===== src/rtl/sccb_pkg.sv =====
// Shared types and constants for the SCCB target: FSM states, bit-counter
// width and the 8-bit bus addresses derived from the 7-bit device ID.
package sccb_pkg;

  typedef enum logic [3:0] {
    ST_IDLE,
    ST_DEV,
    ST_DEV_ACK,
    ST_SUB,
    ST_SUB_ACK,
    ST_WDATA,
    ST_WDATA_ACK,
    ST_RDATA,
    ST_RD_MACK,
    ST_IGNORE
  } sccb_state_e;

  localparam int BIT_CNT_W = 4;
  localparam logic [BIT_CNT_W-1:0] BYTE_BITS = 4'd8;

  function automatic logic [7:0] sccb_wr_id(input logic [6:0] dev_id);
    return {dev_id, 1'b0};
  endfunction

  function automatic logic [7:0] sccb_rd_id(input logic [6:0] dev_id);
    return {dev_id, 1'b1};
  endfunction

endpackage


===== src/rtl/sccb_sync_edge.sv =====
// Synchronizes the SCCB pad lines and turns them into registered one-cycle
// event pulses: SCL rise/fall plus START/STOP conditions.
module sccb_sync_edge (
  input  logic clk,
  input  logic reset,
  input  logic scl_i,
  input  logic sda_i,
  output logic scl_rise,
  output logic scl_fall,
  output logic start_det,
  output logic stop_det,
  output logic sda_smp
);

  logic [1:0] r_scl_s, r_sda_s;
  logic       r_scl_h, r_sda_h;
  logic       w_scl, w_sda;

  assign w_scl = r_scl_s[1];
  assign w_sda = r_sda_s[1];

  // SDA edges qualify against the new SCL value, so a coincident change is
  // treated as SCL moving first.
  always_ff @(posedge clk or posedge reset) begin
    if (reset) begin
      r_scl_s   <= 2'b11;
      r_sda_s   <= 2'b11;
      r_scl_h   <= 1'b1;
      r_sda_h   <= 1'b1;
      scl_rise  <= 1'b0;
      scl_fall  <= 1'b0;
      start_det <= 1'b0;
      stop_det  <= 1'b0;
      sda_smp   <= 1'b1;
    end else begin
      r_scl_s   <= {r_scl_s[0], scl_i};
      r_sda_s   <= {r_sda_s[0], sda_i};
      r_scl_h   <= w_scl;
      r_sda_h   <= w_sda;
      scl_rise  <= w_scl & ~r_scl_h;
      scl_fall  <= ~w_scl & r_scl_h;
      start_det <= r_sda_h & ~w_sda & w_scl;
      stop_det  <= ~r_sda_h & w_sda & w_scl;
      sda_smp   <= r_sda_h;
    end
  end

endmodule


===== src/rtl/sccb_target.sv =====
// SCCB camera-side responder: decodes write/read cycles for DEV_ID, drives
// ACK and read data open-drain, and talks to a register bank via strobes.
module sccb_target
  import sccb_pkg::*;
#(
  parameter logic [6:0] DEV_ID     = 7'h3C,
  parameter int         ADDR_BYTES = 2,
  parameter bit         ACK_EN     = 1'b1
) (
  input  logic                    clk,
  input  logic                    reset,
  input  logic                    scl_i,
  input  logic                    sda_i,
  output logic                    sda_drive_low,
  output logic [8*ADDR_BYTES-1:0] reg_addr,
  output logic [7:0]              reg_wdata,
  output logic                    reg_we,
  output logic                    reg_re,
  input  logic [7:0]              reg_rdata,
  output logic                    busy
);

  localparam logic [7:0] SCCB_WR_ID = sccb_wr_id(DEV_ID);
  localparam logic [7:0] SCCB_RD_ID = sccb_rd_id(DEV_ID);
  localparam logic [1:0] LAST_SUB   = 2'(ADDR_BYTES - 1);

  logic w_scl_rise, w_scl_fall, w_start, w_stop, w_sda;
  logic [7:0] w_byte;

  sccb_state_e            r_state;
  logic [BIT_CNT_W-1:0]   r_bitcnt;
  logic [7:0]             r_shift;
  logic [1:0]             r_sub_idx;
  logic                   r_rw, r_mack, r_re_d;
  logic                   r_drive, r_we, r_re, r_busy;
  logic [8*ADDR_BYTES-1:0] r_reg_addr;
  logic [7:0]             r_wdata;

  sccb_sync_edge u_sync (
    .clk      (clk),
    .reset    (reset),
    .scl_i    (scl_i),
    .sda_i    (sda_i),
    .scl_rise (w_scl_rise),
    .scl_fall (w_scl_fall),
    .start_det(w_start),
    .stop_det (w_stop),
    .sda_smp  (w_sda)
  );

  assign w_byte        = {r_shift[6:0], w_sda};
  assign sda_drive_low = r_drive;
  assign reg_addr      = r_reg_addr;
  assign reg_wdata     = r_wdata;
  assign reg_we        = r_we;
  assign reg_re        = r_re;
  assign busy          = r_busy;

  always_ff @(posedge clk or posedge reset) begin
    if (reset) begin
      r_state    <= ST_IDLE;
      r_bitcnt   <= '0;
      r_shift    <= '0;
      r_sub_idx  <= '0;
      r_rw       <= 1'b0;
      r_mack     <= 1'b0;
      r_re_d     <= 1'b0;
      r_drive    <= 1'b0;
      r_we       <= 1'b0;
      r_re       <= 1'b0;
      r_busy     <= 1'b0;
      r_reg_addr <= '0;
      r_wdata    <= '0;
    end else begin
      r_we   <= 1'b0;
      r_re   <= 1'b0;
      r_re_d <= r_re;
      // Register bank answers one cycle after the read strobe.
      if (r_re_d) r_shift <= reg_rdata;
      if (w_start) begin
        r_state  <= ST_DEV;
        r_bitcnt <= '0;
        r_drive  <= 1'b0;
        r_mack   <= 1'b0;
      end else if (w_stop) begin
        r_state <= ST_IDLE;
        r_drive <= 1'b0;
        r_busy  <= 1'b0;
      end else begin
        case (r_state)
          ST_DEV: begin
            if (w_scl_rise) begin
              r_shift  <= w_byte;
              r_bitcnt <= r_bitcnt + 1'b1;
            end else if (w_scl_fall && r_bitcnt == BYTE_BITS) begin
              r_bitcnt <= '0;
              if (r_shift == SCCB_WR_ID || r_shift == SCCB_RD_ID) begin
                r_state <= ST_DEV_ACK;
                r_rw    <= r_shift[0];
                r_busy  <= 1'b1;
                r_drive <= ACK_EN;
              end else begin
                r_state <= ST_IGNORE;
                r_busy  <= 1'b0;
              end
            end
          end
          ST_DEV_ACK: begin
            if (w_scl_rise && r_rw) r_re <= 1'b1;
            if (w_scl_fall) begin
              if (r_rw) begin
                r_state  <= ST_RDATA;
                r_drive  <= ~r_shift[7];
                r_shift  <= {r_shift[6:0], 1'b0};
                r_bitcnt <= 4'd1;
              end else begin
                r_state   <= ST_SUB;
                r_drive   <= 1'b0;
                r_sub_idx <= '0;
                r_bitcnt  <= '0;
              end
            end
          end
          ST_SUB: begin
            if (w_scl_rise) begin
              r_shift  <= w_byte;
              r_bitcnt <= r_bitcnt + 1'b1;
            end else if (w_scl_fall && r_bitcnt == BYTE_BITS) begin
              for (int b = 0; b < ADDR_BYTES; b++)
                if (int'(r_sub_idx) == ADDR_BYTES - 1 - b) r_reg_addr[8*b +: 8] <= r_shift;
              r_state  <= ST_SUB_ACK;
              r_drive  <= ACK_EN;
              r_bitcnt <= '0;
            end
          end
          ST_SUB_ACK: begin
            if (w_scl_fall) begin
              r_drive   <= 1'b0;
              r_sub_idx <= r_sub_idx + 1'b1;
              r_state   <= (r_sub_idx == LAST_SUB) ? ST_WDATA : ST_SUB;
            end
          end
          ST_WDATA: begin
            if (w_scl_rise) begin
              r_shift  <= w_byte;
              r_bitcnt <= r_bitcnt + 1'b1;
              if (r_bitcnt == 4'd7) begin
                r_we    <= 1'b1;
                r_wdata <= w_byte;
              end
            end else if (w_scl_fall && r_bitcnt == BYTE_BITS) begin
              r_state  <= ST_WDATA_ACK;
              r_drive  <= ACK_EN;
              r_bitcnt <= '0;
            end
          end
          ST_WDATA_ACK: begin
            if (w_scl_fall) begin
              r_drive    <= 1'b0;
              r_reg_addr <= r_reg_addr + 1'b1;
              r_state    <= ST_WDATA;
            end
          end
          ST_RDATA: begin
            if (w_scl_fall) begin
              if (r_bitcnt == BYTE_BITS) begin
                r_drive  <= 1'b0;
                r_state  <= ST_RD_MACK;
                r_bitcnt <= '0;
                r_mack   <= 1'b0;
              end else begin
                r_drive  <= ~r_shift[7];
                r_shift  <= {r_shift[6:0], 1'b0};
                r_bitcnt <= r_bitcnt + 1'b1;
              end
            end
          end
          ST_RD_MACK: begin
            if (w_scl_rise) begin
              if (!w_sda) begin
                r_mack     <= 1'b1;
                r_re       <= 1'b1;
                r_reg_addr <= r_reg_addr + 1'b1;
              end else begin
                r_state <= ST_IGNORE;
              end
            end else if (w_scl_fall && r_mack) begin
              r_state  <= ST_RDATA;
              r_mack   <= 1'b0;
              r_drive  <= ~r_shift[7];
              r_shift  <= {r_shift[6:0], 1'b0};
              r_bitcnt <= 4'd1;
            end
          end
          ST_IDLE, ST_IGNORE: ;
          default: r_state <= ST_IDLE;
        endcase
      end
    end
  end

endmodule


===== config.mk =====
export PLATFORM = sky130hd
export DESIGN_NAME = sccb_target
export DESIGN_NICKNAME = d
export VERILOG_FILES = /design/src/rtl/sccb_pkg.sv /design/src/rtl/sccb_sync_edge.sv /design/src/rtl/sccb_target.sv
export SDC_FILE = /design/constraint.sdc
export NUM_CORES = 1
export LEC_CHECK = 0
export CORE_UTILIZATION = 56
export CTS_CLUSTER_DIAMETER = 150
export DETAILED_ROUTE_END_ITERATION = 16
export PLACE_DENSITY = 0.82
export SYNTH_ARGS = -nofsm -noshare
export SYNTH_HDL_FRONTEND = slang
export SYNTH_SLANG_ARGS = --single-unit

===== constraint.sdc =====
create_clock -name clk -period 2.3 [get_ports clk]
set_input_delay 0.23 -clock clk [delete_from_list [all_inputs] [get_ports clk]]
set_output_delay 0.23 -clock clk [all_outputs]
set_load 0.01 [all_outputs]

==> impl_results.md, run 1 <==
- EDFF count, synth: 0
- Sinks on Clock Net: 60
- Placed wire-length estimate: 6500 microns
- Antenna Cells: 0
- Die W: 80.7 microns
- Number of CTS-inserted buffers: 9
- Drt drc: 0
- GRT Util Overall: 0.310
- Mapped Nets: 369
- Layout cells sized above 1: 0.246
- Post-Syn Area: 3470 sq um
- Fill cells: 422
- Area of the die: 6510 sq um
- Final setup skew: 0.0179 ns
- Ys flop type: dfrtp_1
- IO Count: 40
- Crit Path Category: reg -> reg
- Pleak: 1.78 nW
- DR vias/cell: 6.32
- Final max-slew violation count: 0
- DR vias: 3141
- Port-buffer cells: 39
- Deepest clock path buffer count: 2
- Reg clk slew, reported paths: 0.09 ns
- Min-Delay Path Class: in -> async
- Fmax: 0.444 GHz
- Num rows: 28
- Dpl cell area: 4090 sq um
- H-tree levels: 3
- Post-route antenna net violation count: 0
- Hold Buf Count CTS: 0
- Initial DRC count: 234
- Final WL: 9380 microns
- Worst skew pair latency: 0.35 ns
- P per Cell Area: 1100 nW/um^2
- WP data required: 2.54 ns
- Initial antenna violation count: 0
- YS warnings: 0
- Endpoint class of the critical path: flip-flop
- Synth async-reset ratio: 1.00
- Mapped Cells: 352
- Gpl congestion: 0.962
- First-pass GRT wire length: 14900 microns
- PnR worst setup slack: 0.0476 ns
- Post-place setup slack: -0.0663 ns
- Max transition margin: 0.531
- CP startpoint kind: flip-flop
- Pin count of the biggest net entering global routing: 41
- Slew @ Worst Pin: 0.702 ns
- Final Cell Area: 4340 sq um
- Overflow after GRT: 0
- Unrepaired setup endpoints after global routing: no
- CP Max Fanout: 7
- Synth Area per Inst: 9.85 sq um
- Post-synth cell types: 64
- Metal2 WL: 4430 microns
- Synth Register Bits: 60
- DR WL/cell: 18.9 microns
- Final min period: 2.25 ns
- Wl on met1: 4040 microns
- Area Overhead vs Synth: 25.2%
- Core ar.: 5960 sq um
- # setup viols final: 0
- Metal3 WL: 667 microns
- CTS tree: built
- Peak supply drop: 0.646 mV
- Initial Utilization: 0.582
- Number of global-route vias before repair: 2972
- # nets final: 434
- Maxcap violations: 0
- Status: finished clean
- Critical Path AT: 2.49 ns
- Chip height: 80.7 microns
- DR top layer: met4
- Sequential area share after synthesis: 0.435
- Period utilization: 0.979
- Final Hold Vio Count: 0
- First drt pass iteration count: 5
- Clock Tree Root: clkbuf_8
- R2r worst-path depth: 8
power breakdown:
| group | switching, mW | internal, mW |
|---|---|---|
| clock | 0.463 | 0.393 |
| sequential | 0.401 | 1.33 |
| combinational | 1.09 | 1.12 |
state kept, by name (all words and copies together) (netlist names), 2 cells and up:
signal / cells
r_bitcnt: 4
r_shift: 8
r_state: 4
r_sub_idx: 2
reg_addr: 16
reg_wdata: 8
u_sync.r_scl_s: 2
u_sync.r_sda_s: 2
synth_stat cells, types with 2 or more instances:
library cell,count,area share
a2111oi_0,2,0.0051
a211oi_2,3,0.011
a21boi_0,2,0.0043
a21o_1,3,0.0065
a21oi_1,29,0.042
a2bb2oi_1,5,0.013
a311oi_1,2,0.0051
a31o_2,2,0.0051
a31oi_1,7,0.013
a32oi_1,2,0.0051
and2b_1,3,0.0065
and3_1,3,0.0054
and4b_1,2,0.0058
buf_2,6,0.0087
buf_4,4,0.0087
buf_6,2,0.0065
clkbuf_1,6,0.0065
dfrtp_1,53,0.38
dfstp_2,7,0.053
ha_1,5,0.018
inv_1,12,0.013
mux2_2,26,0.084
mux2i_1,8,0.023
nand2_1,39,0.042
nand2b_1,7,0.013
nand3_1,8,0.012
nand3b_1,5,0.011
nand4_1,3,0.0054
nand4b_1,3,0.0076
nor2_1,20,0.022
nor2b_1,4,0.0072
nor3_1,3,0.0043
nor3b_1,2,0.0043
nor4_1,2,0.0036
o211ai_1,3,0.0065
o21a_1,4,0.0087
o21ai_0,20,0.029
o22ai_1,6,0.011
o32ai_1,2,0.0051
or2b_1,2,0.0043
or4_1,2,0.0043
final timing paths:
| path | from | endpoint | slack (ns) |
|---|---|---|---|
| max | r_bitcnt[0] | reg_addr[3] | 0.05 |
| min | reset | reg_addr[15] | 0.27 |
| max reg2reg | r_bitcnt[0] | reg_addr[3] | 0.05 |
| min reg2reg | u_sync.r_scl_s[0] | u_sync.r_scl_s[1] | 0.36 |
| max in group asynchronous | reset | u_sync.r_scl_s[0] | 1.40 |
| min in group clk | sda_i | u_sync.r_sda_s[0] | 0.30 |
per-stage QoR:
| stage | instances | TNS (ns) | hold WS [ns] | util | total power [mW] |
|---|---|---|---|---|---|
| finish | 497 | 0 | 0.270 | 0.729 | 4.79 |
| global route | 497 | 0 | 0.286 | 0.729 | 5.06 |
| CTS | 491 | 0 | 0.289 | 0.719 | 4.72 |
| detailed placement | 475 | -0.0869 | 0.349 | 0.687 | 3.83 |
| global placement | 475 | 0 | 0.349 | 0.687 | 3.75 |
| floorplan | 352 | 0 | 0.234 | - | 2.98 |
worst max-delay path: stages (launching register included):
cell and delay, ns:
dfrtp_1 0.41, inv_1 0.06, ha_1 0.20, and4b_1 0.27, a2111oi_1 0.71, a211oi_4 0.10, buf_4 0.20, a21oi_1 0.14
a21oi_1 0.05
what timing repair did:
item | CTS | global route
endpoints found under the hold margin | 0 | 0
setup endpoints to repair | 3 | 10
buffers inserted | 0 | 6
pin swaps | 0 | 4
resized for setup | 5 | 5
final cells by class:
type	instances	area, sq um	area share
Clock buffer	9	124	0.0285
Clock inverter	7	51.3	0.0118
Inverter	12	45.0	0.0104
Multi-Input combinational cell	261	1830	0.422
Sequential cell	60	1510	0.349
Tap cell	75	93.8	0.0216
Timing Repair Buffer	73	683	0.157
kinds of logic after synthesis:
logic type / Yosys count / synth area share
adder cells (fa/ha/maj): 5 / 0.0180
AND/OR/NAND/NOR: 119 / 0.193
buffers and inverters: 31 / 0.0444
multiplexers: 34 / 0.108
flip-flops: 60 / 0.435
AO/OA/AOI/OAI: 103 / 0.202
metal layers:
layer  GRT usage  vias to the layer above
li1            -                     1434
met1       0.421                     1534
met2       0.472                      149
met3      0.0659                       24
met4       0.146                        0
met5           0                        -
layout by cell type (no fill, tap or decap), types with 5 or more instances in the layout:
cell,instances
clkbuf_8,9
nand3b_1,5
a21oi_1,29
o21ai_0,19
nand2_1,39
a2bb2oi_1,5
a31oi_1,7
inv_1,11
ha_1,5
nor2_1,20
mux2_2,26
dfstp_2,7
mux2i_1,8
dfrtp_1,50
buf_4,31
clkdlybuf4s50_1,39
nand3_1,8
o22ai_1,6
nand2b_1,7
(Power assumes the default switching activity.)
==> inputs of run 2 (changes only) <==
--- a/config.mk
+++ b/config.mk
@@ -5,6 +5,7 @@
 export SDC_FILE = /design/constraint.sdc
 export NUM_CORES = 1
 export LEC_CHECK = 0
+export CORE_MARGIN = 8
 export CORE_UTILIZATION = 56
 export CTS_CLUSTER_DIAMETER = 150
 export DETAILED_ROUTE_END_ITERATION = 16
==> run 2 against run 1 <==
Net effect:
- power is 0.80% lower
- clock-buffer cell count stayed put
- worst hold slack worse by 0.0083 ns
- clock power shrank 0.9%
- core utilization down 0.48 points
- via count shrank 3.2%
- worst setup slack better by 0.052 ns
- first-iteration DRC count down 18%
- clock skew shrank 0.0083 ns
- maximum frequency up 2.4%
- largest cell class unchanged
- largest power group unchanged
==> impl_results.md, run 2 (synthesis gave the netlist of run 1 again) <==
- IO Count: 40
- Crit path launch: r_state[3]
- Post-place setup slack: -0.0466 ns
- Num rows: 28
- Number of CTS-inserted buffers: 9
- PnR worst setup slack: 0.0998 ns
- CTS tree: built
- CP Max Fanout: 7
- Area Overhead vs Synth: 24.4%
- First drt pass iteration count: 4
- Peak supply drop: 0.674 mV
- Period utilization: 0.957
- Pin count of the biggest net entering global routing: 61
- DR vias/cell: 6.13
- Final Hold Vio Count: 0
- Final min period: 2.20 ns
- R2r worst-path depth: 6
- Core ar.: 5960 sq um
- # setup viols final: 0
- # nets final: 433
- CP startpoint kind: flip-flop
- Reg2Reg Setup Slack: 0.1 ns
- Reg clk slew, reported paths: 0.08 ns
- Maxcap violations: 0
- Commonest non-fill, non-tap cells in the layout: 52 x dfrtp_1, 39 x nand2_1, 39 x clkdlybuf4s50_1, 30 x buf_4, 29 x a21oi_1
- Reg2reg start: r_state[3]
- DR vias: 3041
- Pleak: 1.78 nW
- Deepest clock path buffer count: 2
- First-pass GRT wire length: 14800 microns
- Antenna Cells: 0
- H-tree levels: 3
- Overflow after GRT: 0
- Clock Tree Root: clkbuf_8
- Initial antenna violation count: 0
- Slew @ Worst Pin: 0.551 ns
- Critical Path AT: 2.43 ns
- GRT Util Overall: 0.209
- Post-route antenna net violation count: 0
- Chip height: 94.7 microns
- Sinks on Clock Net: 60
- Die W: 94.7 microns
- Max transition margin: 0.623
- Worst Setup EP: r_shift[5]
- Finished Layout Cells: 496
- WP data required: 2.53 ns
- Commonest non-fill, non-tap cell in the layout: dfrtp_1
- Min-Delay Path Class: in -> async
- Setup TNS: 0 ns
- Placed cell count: 477
- Status: finished clean
- Placed wire-length estimate: 6390 microns
- Final WL: 9010 microns
- Layout cells sized above 1: 0.240
- Gpl congestion: 0.997
- Final setup skew: 0.00961 ns
- Number of global-route vias before repair: 2937
- DR WL/cell: 18.2 microns
- Drt drc: 0
- Area of the die: 8970 sq um
- P per Cell Area: 1100 nW/um^2
- Endpoint class of the critical path: flip-flop
- Crit Path Category: reg -> reg
- Unrepaired setup endpoints after global routing: no
- Reg2Reg Capture Point: r_shift[5]
- Max FFs per register: 16
- Hold Buf Count CTS: 0
- Initial Utilization: 0.582
- Initial DRC count: 193
- Port-buffer cells: 39
- Final max-slew violation count: 0
- Worst skew pair latency: 0.34 ns
- Fmax: 0.454 GHz
[run 2: how the worst min path moves through the flow]
stage	from	cells past startpoint	slack [ns]	endpoint
2_1_floorplan	scl_i	0	0.23	u_sync.r_scl_s[0]
3_3_place_gp	u_sync.r_sda_s[0]	0	0.35	u_sync.r_sda_s[1]
3_5_place_dp	u_sync.r_sda_s[0]	0	0.35	u_sync.r_sda_s[1]
4_1_cts	reset	3	0.27	reg_wdata[2]
5_1_grt	sda_i	1	0.28	u_sync.r_sda_s[0]
6_report	reset	3	0.26	reg_wdata[2]
[run 2: layer usage]
metal,vias up,global-route usage,part of all wire
met5,-,0,0
met4,0,0.0910,0.018
met3,16,0.0381,0.076
met2,124,0.326,0.48
met1,1454,0.279,0.43
li1,1447,-,-
[run 2: repair_timing]
action / 4_1_cts / 5_1_grt
buffers inserted: 3 / 0
setup endpoints to repair: 1 / 12
gates resized for setup: 0 / 4
pin swaps: 1 / 2
[run 2: power by group]
| part | switching, mW | internal (mW) |
|---|---|---|
| Sequential | 0.360 | 1.33 |
| Combinational | 1.09 | 1.13 |
| Clock | 0.453 | 0.395 |
| Total | 1.90 | 2.85 |
[run 2: final cells by class]
cell class,count,area (sq um)
clock buffers,9,124
fillers,452,1640
repair buffers,72,676
clock inverters,7,51.3
multi-input cells,261,1810
inverters,12,45.0
well taps,75,93.8
flip-flops and latches,60,1510
[run 2: critical path, cell delays in order (launching register included)]
cell and delay, ns:
dfrtp_2 0.46, buf_4 0.18, and2b_2 0.24, o21ai_0 0.10, a2111o_1 0.45, o21ai_4 0.29, mux2_2 0.37
[run 2: metrics by stage]
stage / instance area (sq um) / hold slack (ns) / power [mW] / utilization
after floorplan: 3470 / 0.234 / 2.98 / -
after global placement: 4110 / 0.350 / 3.79 / 0.689
after detailed placement: 4110 / 0.348 / 3.86 / 0.689
after CTS: 4300 / 0.267 / 4.76 / 0.723
after global routing: 4310 / 0.281 / 5.06 / 0.724
final: 4310 / 0.261 / 4.75 / 0.724
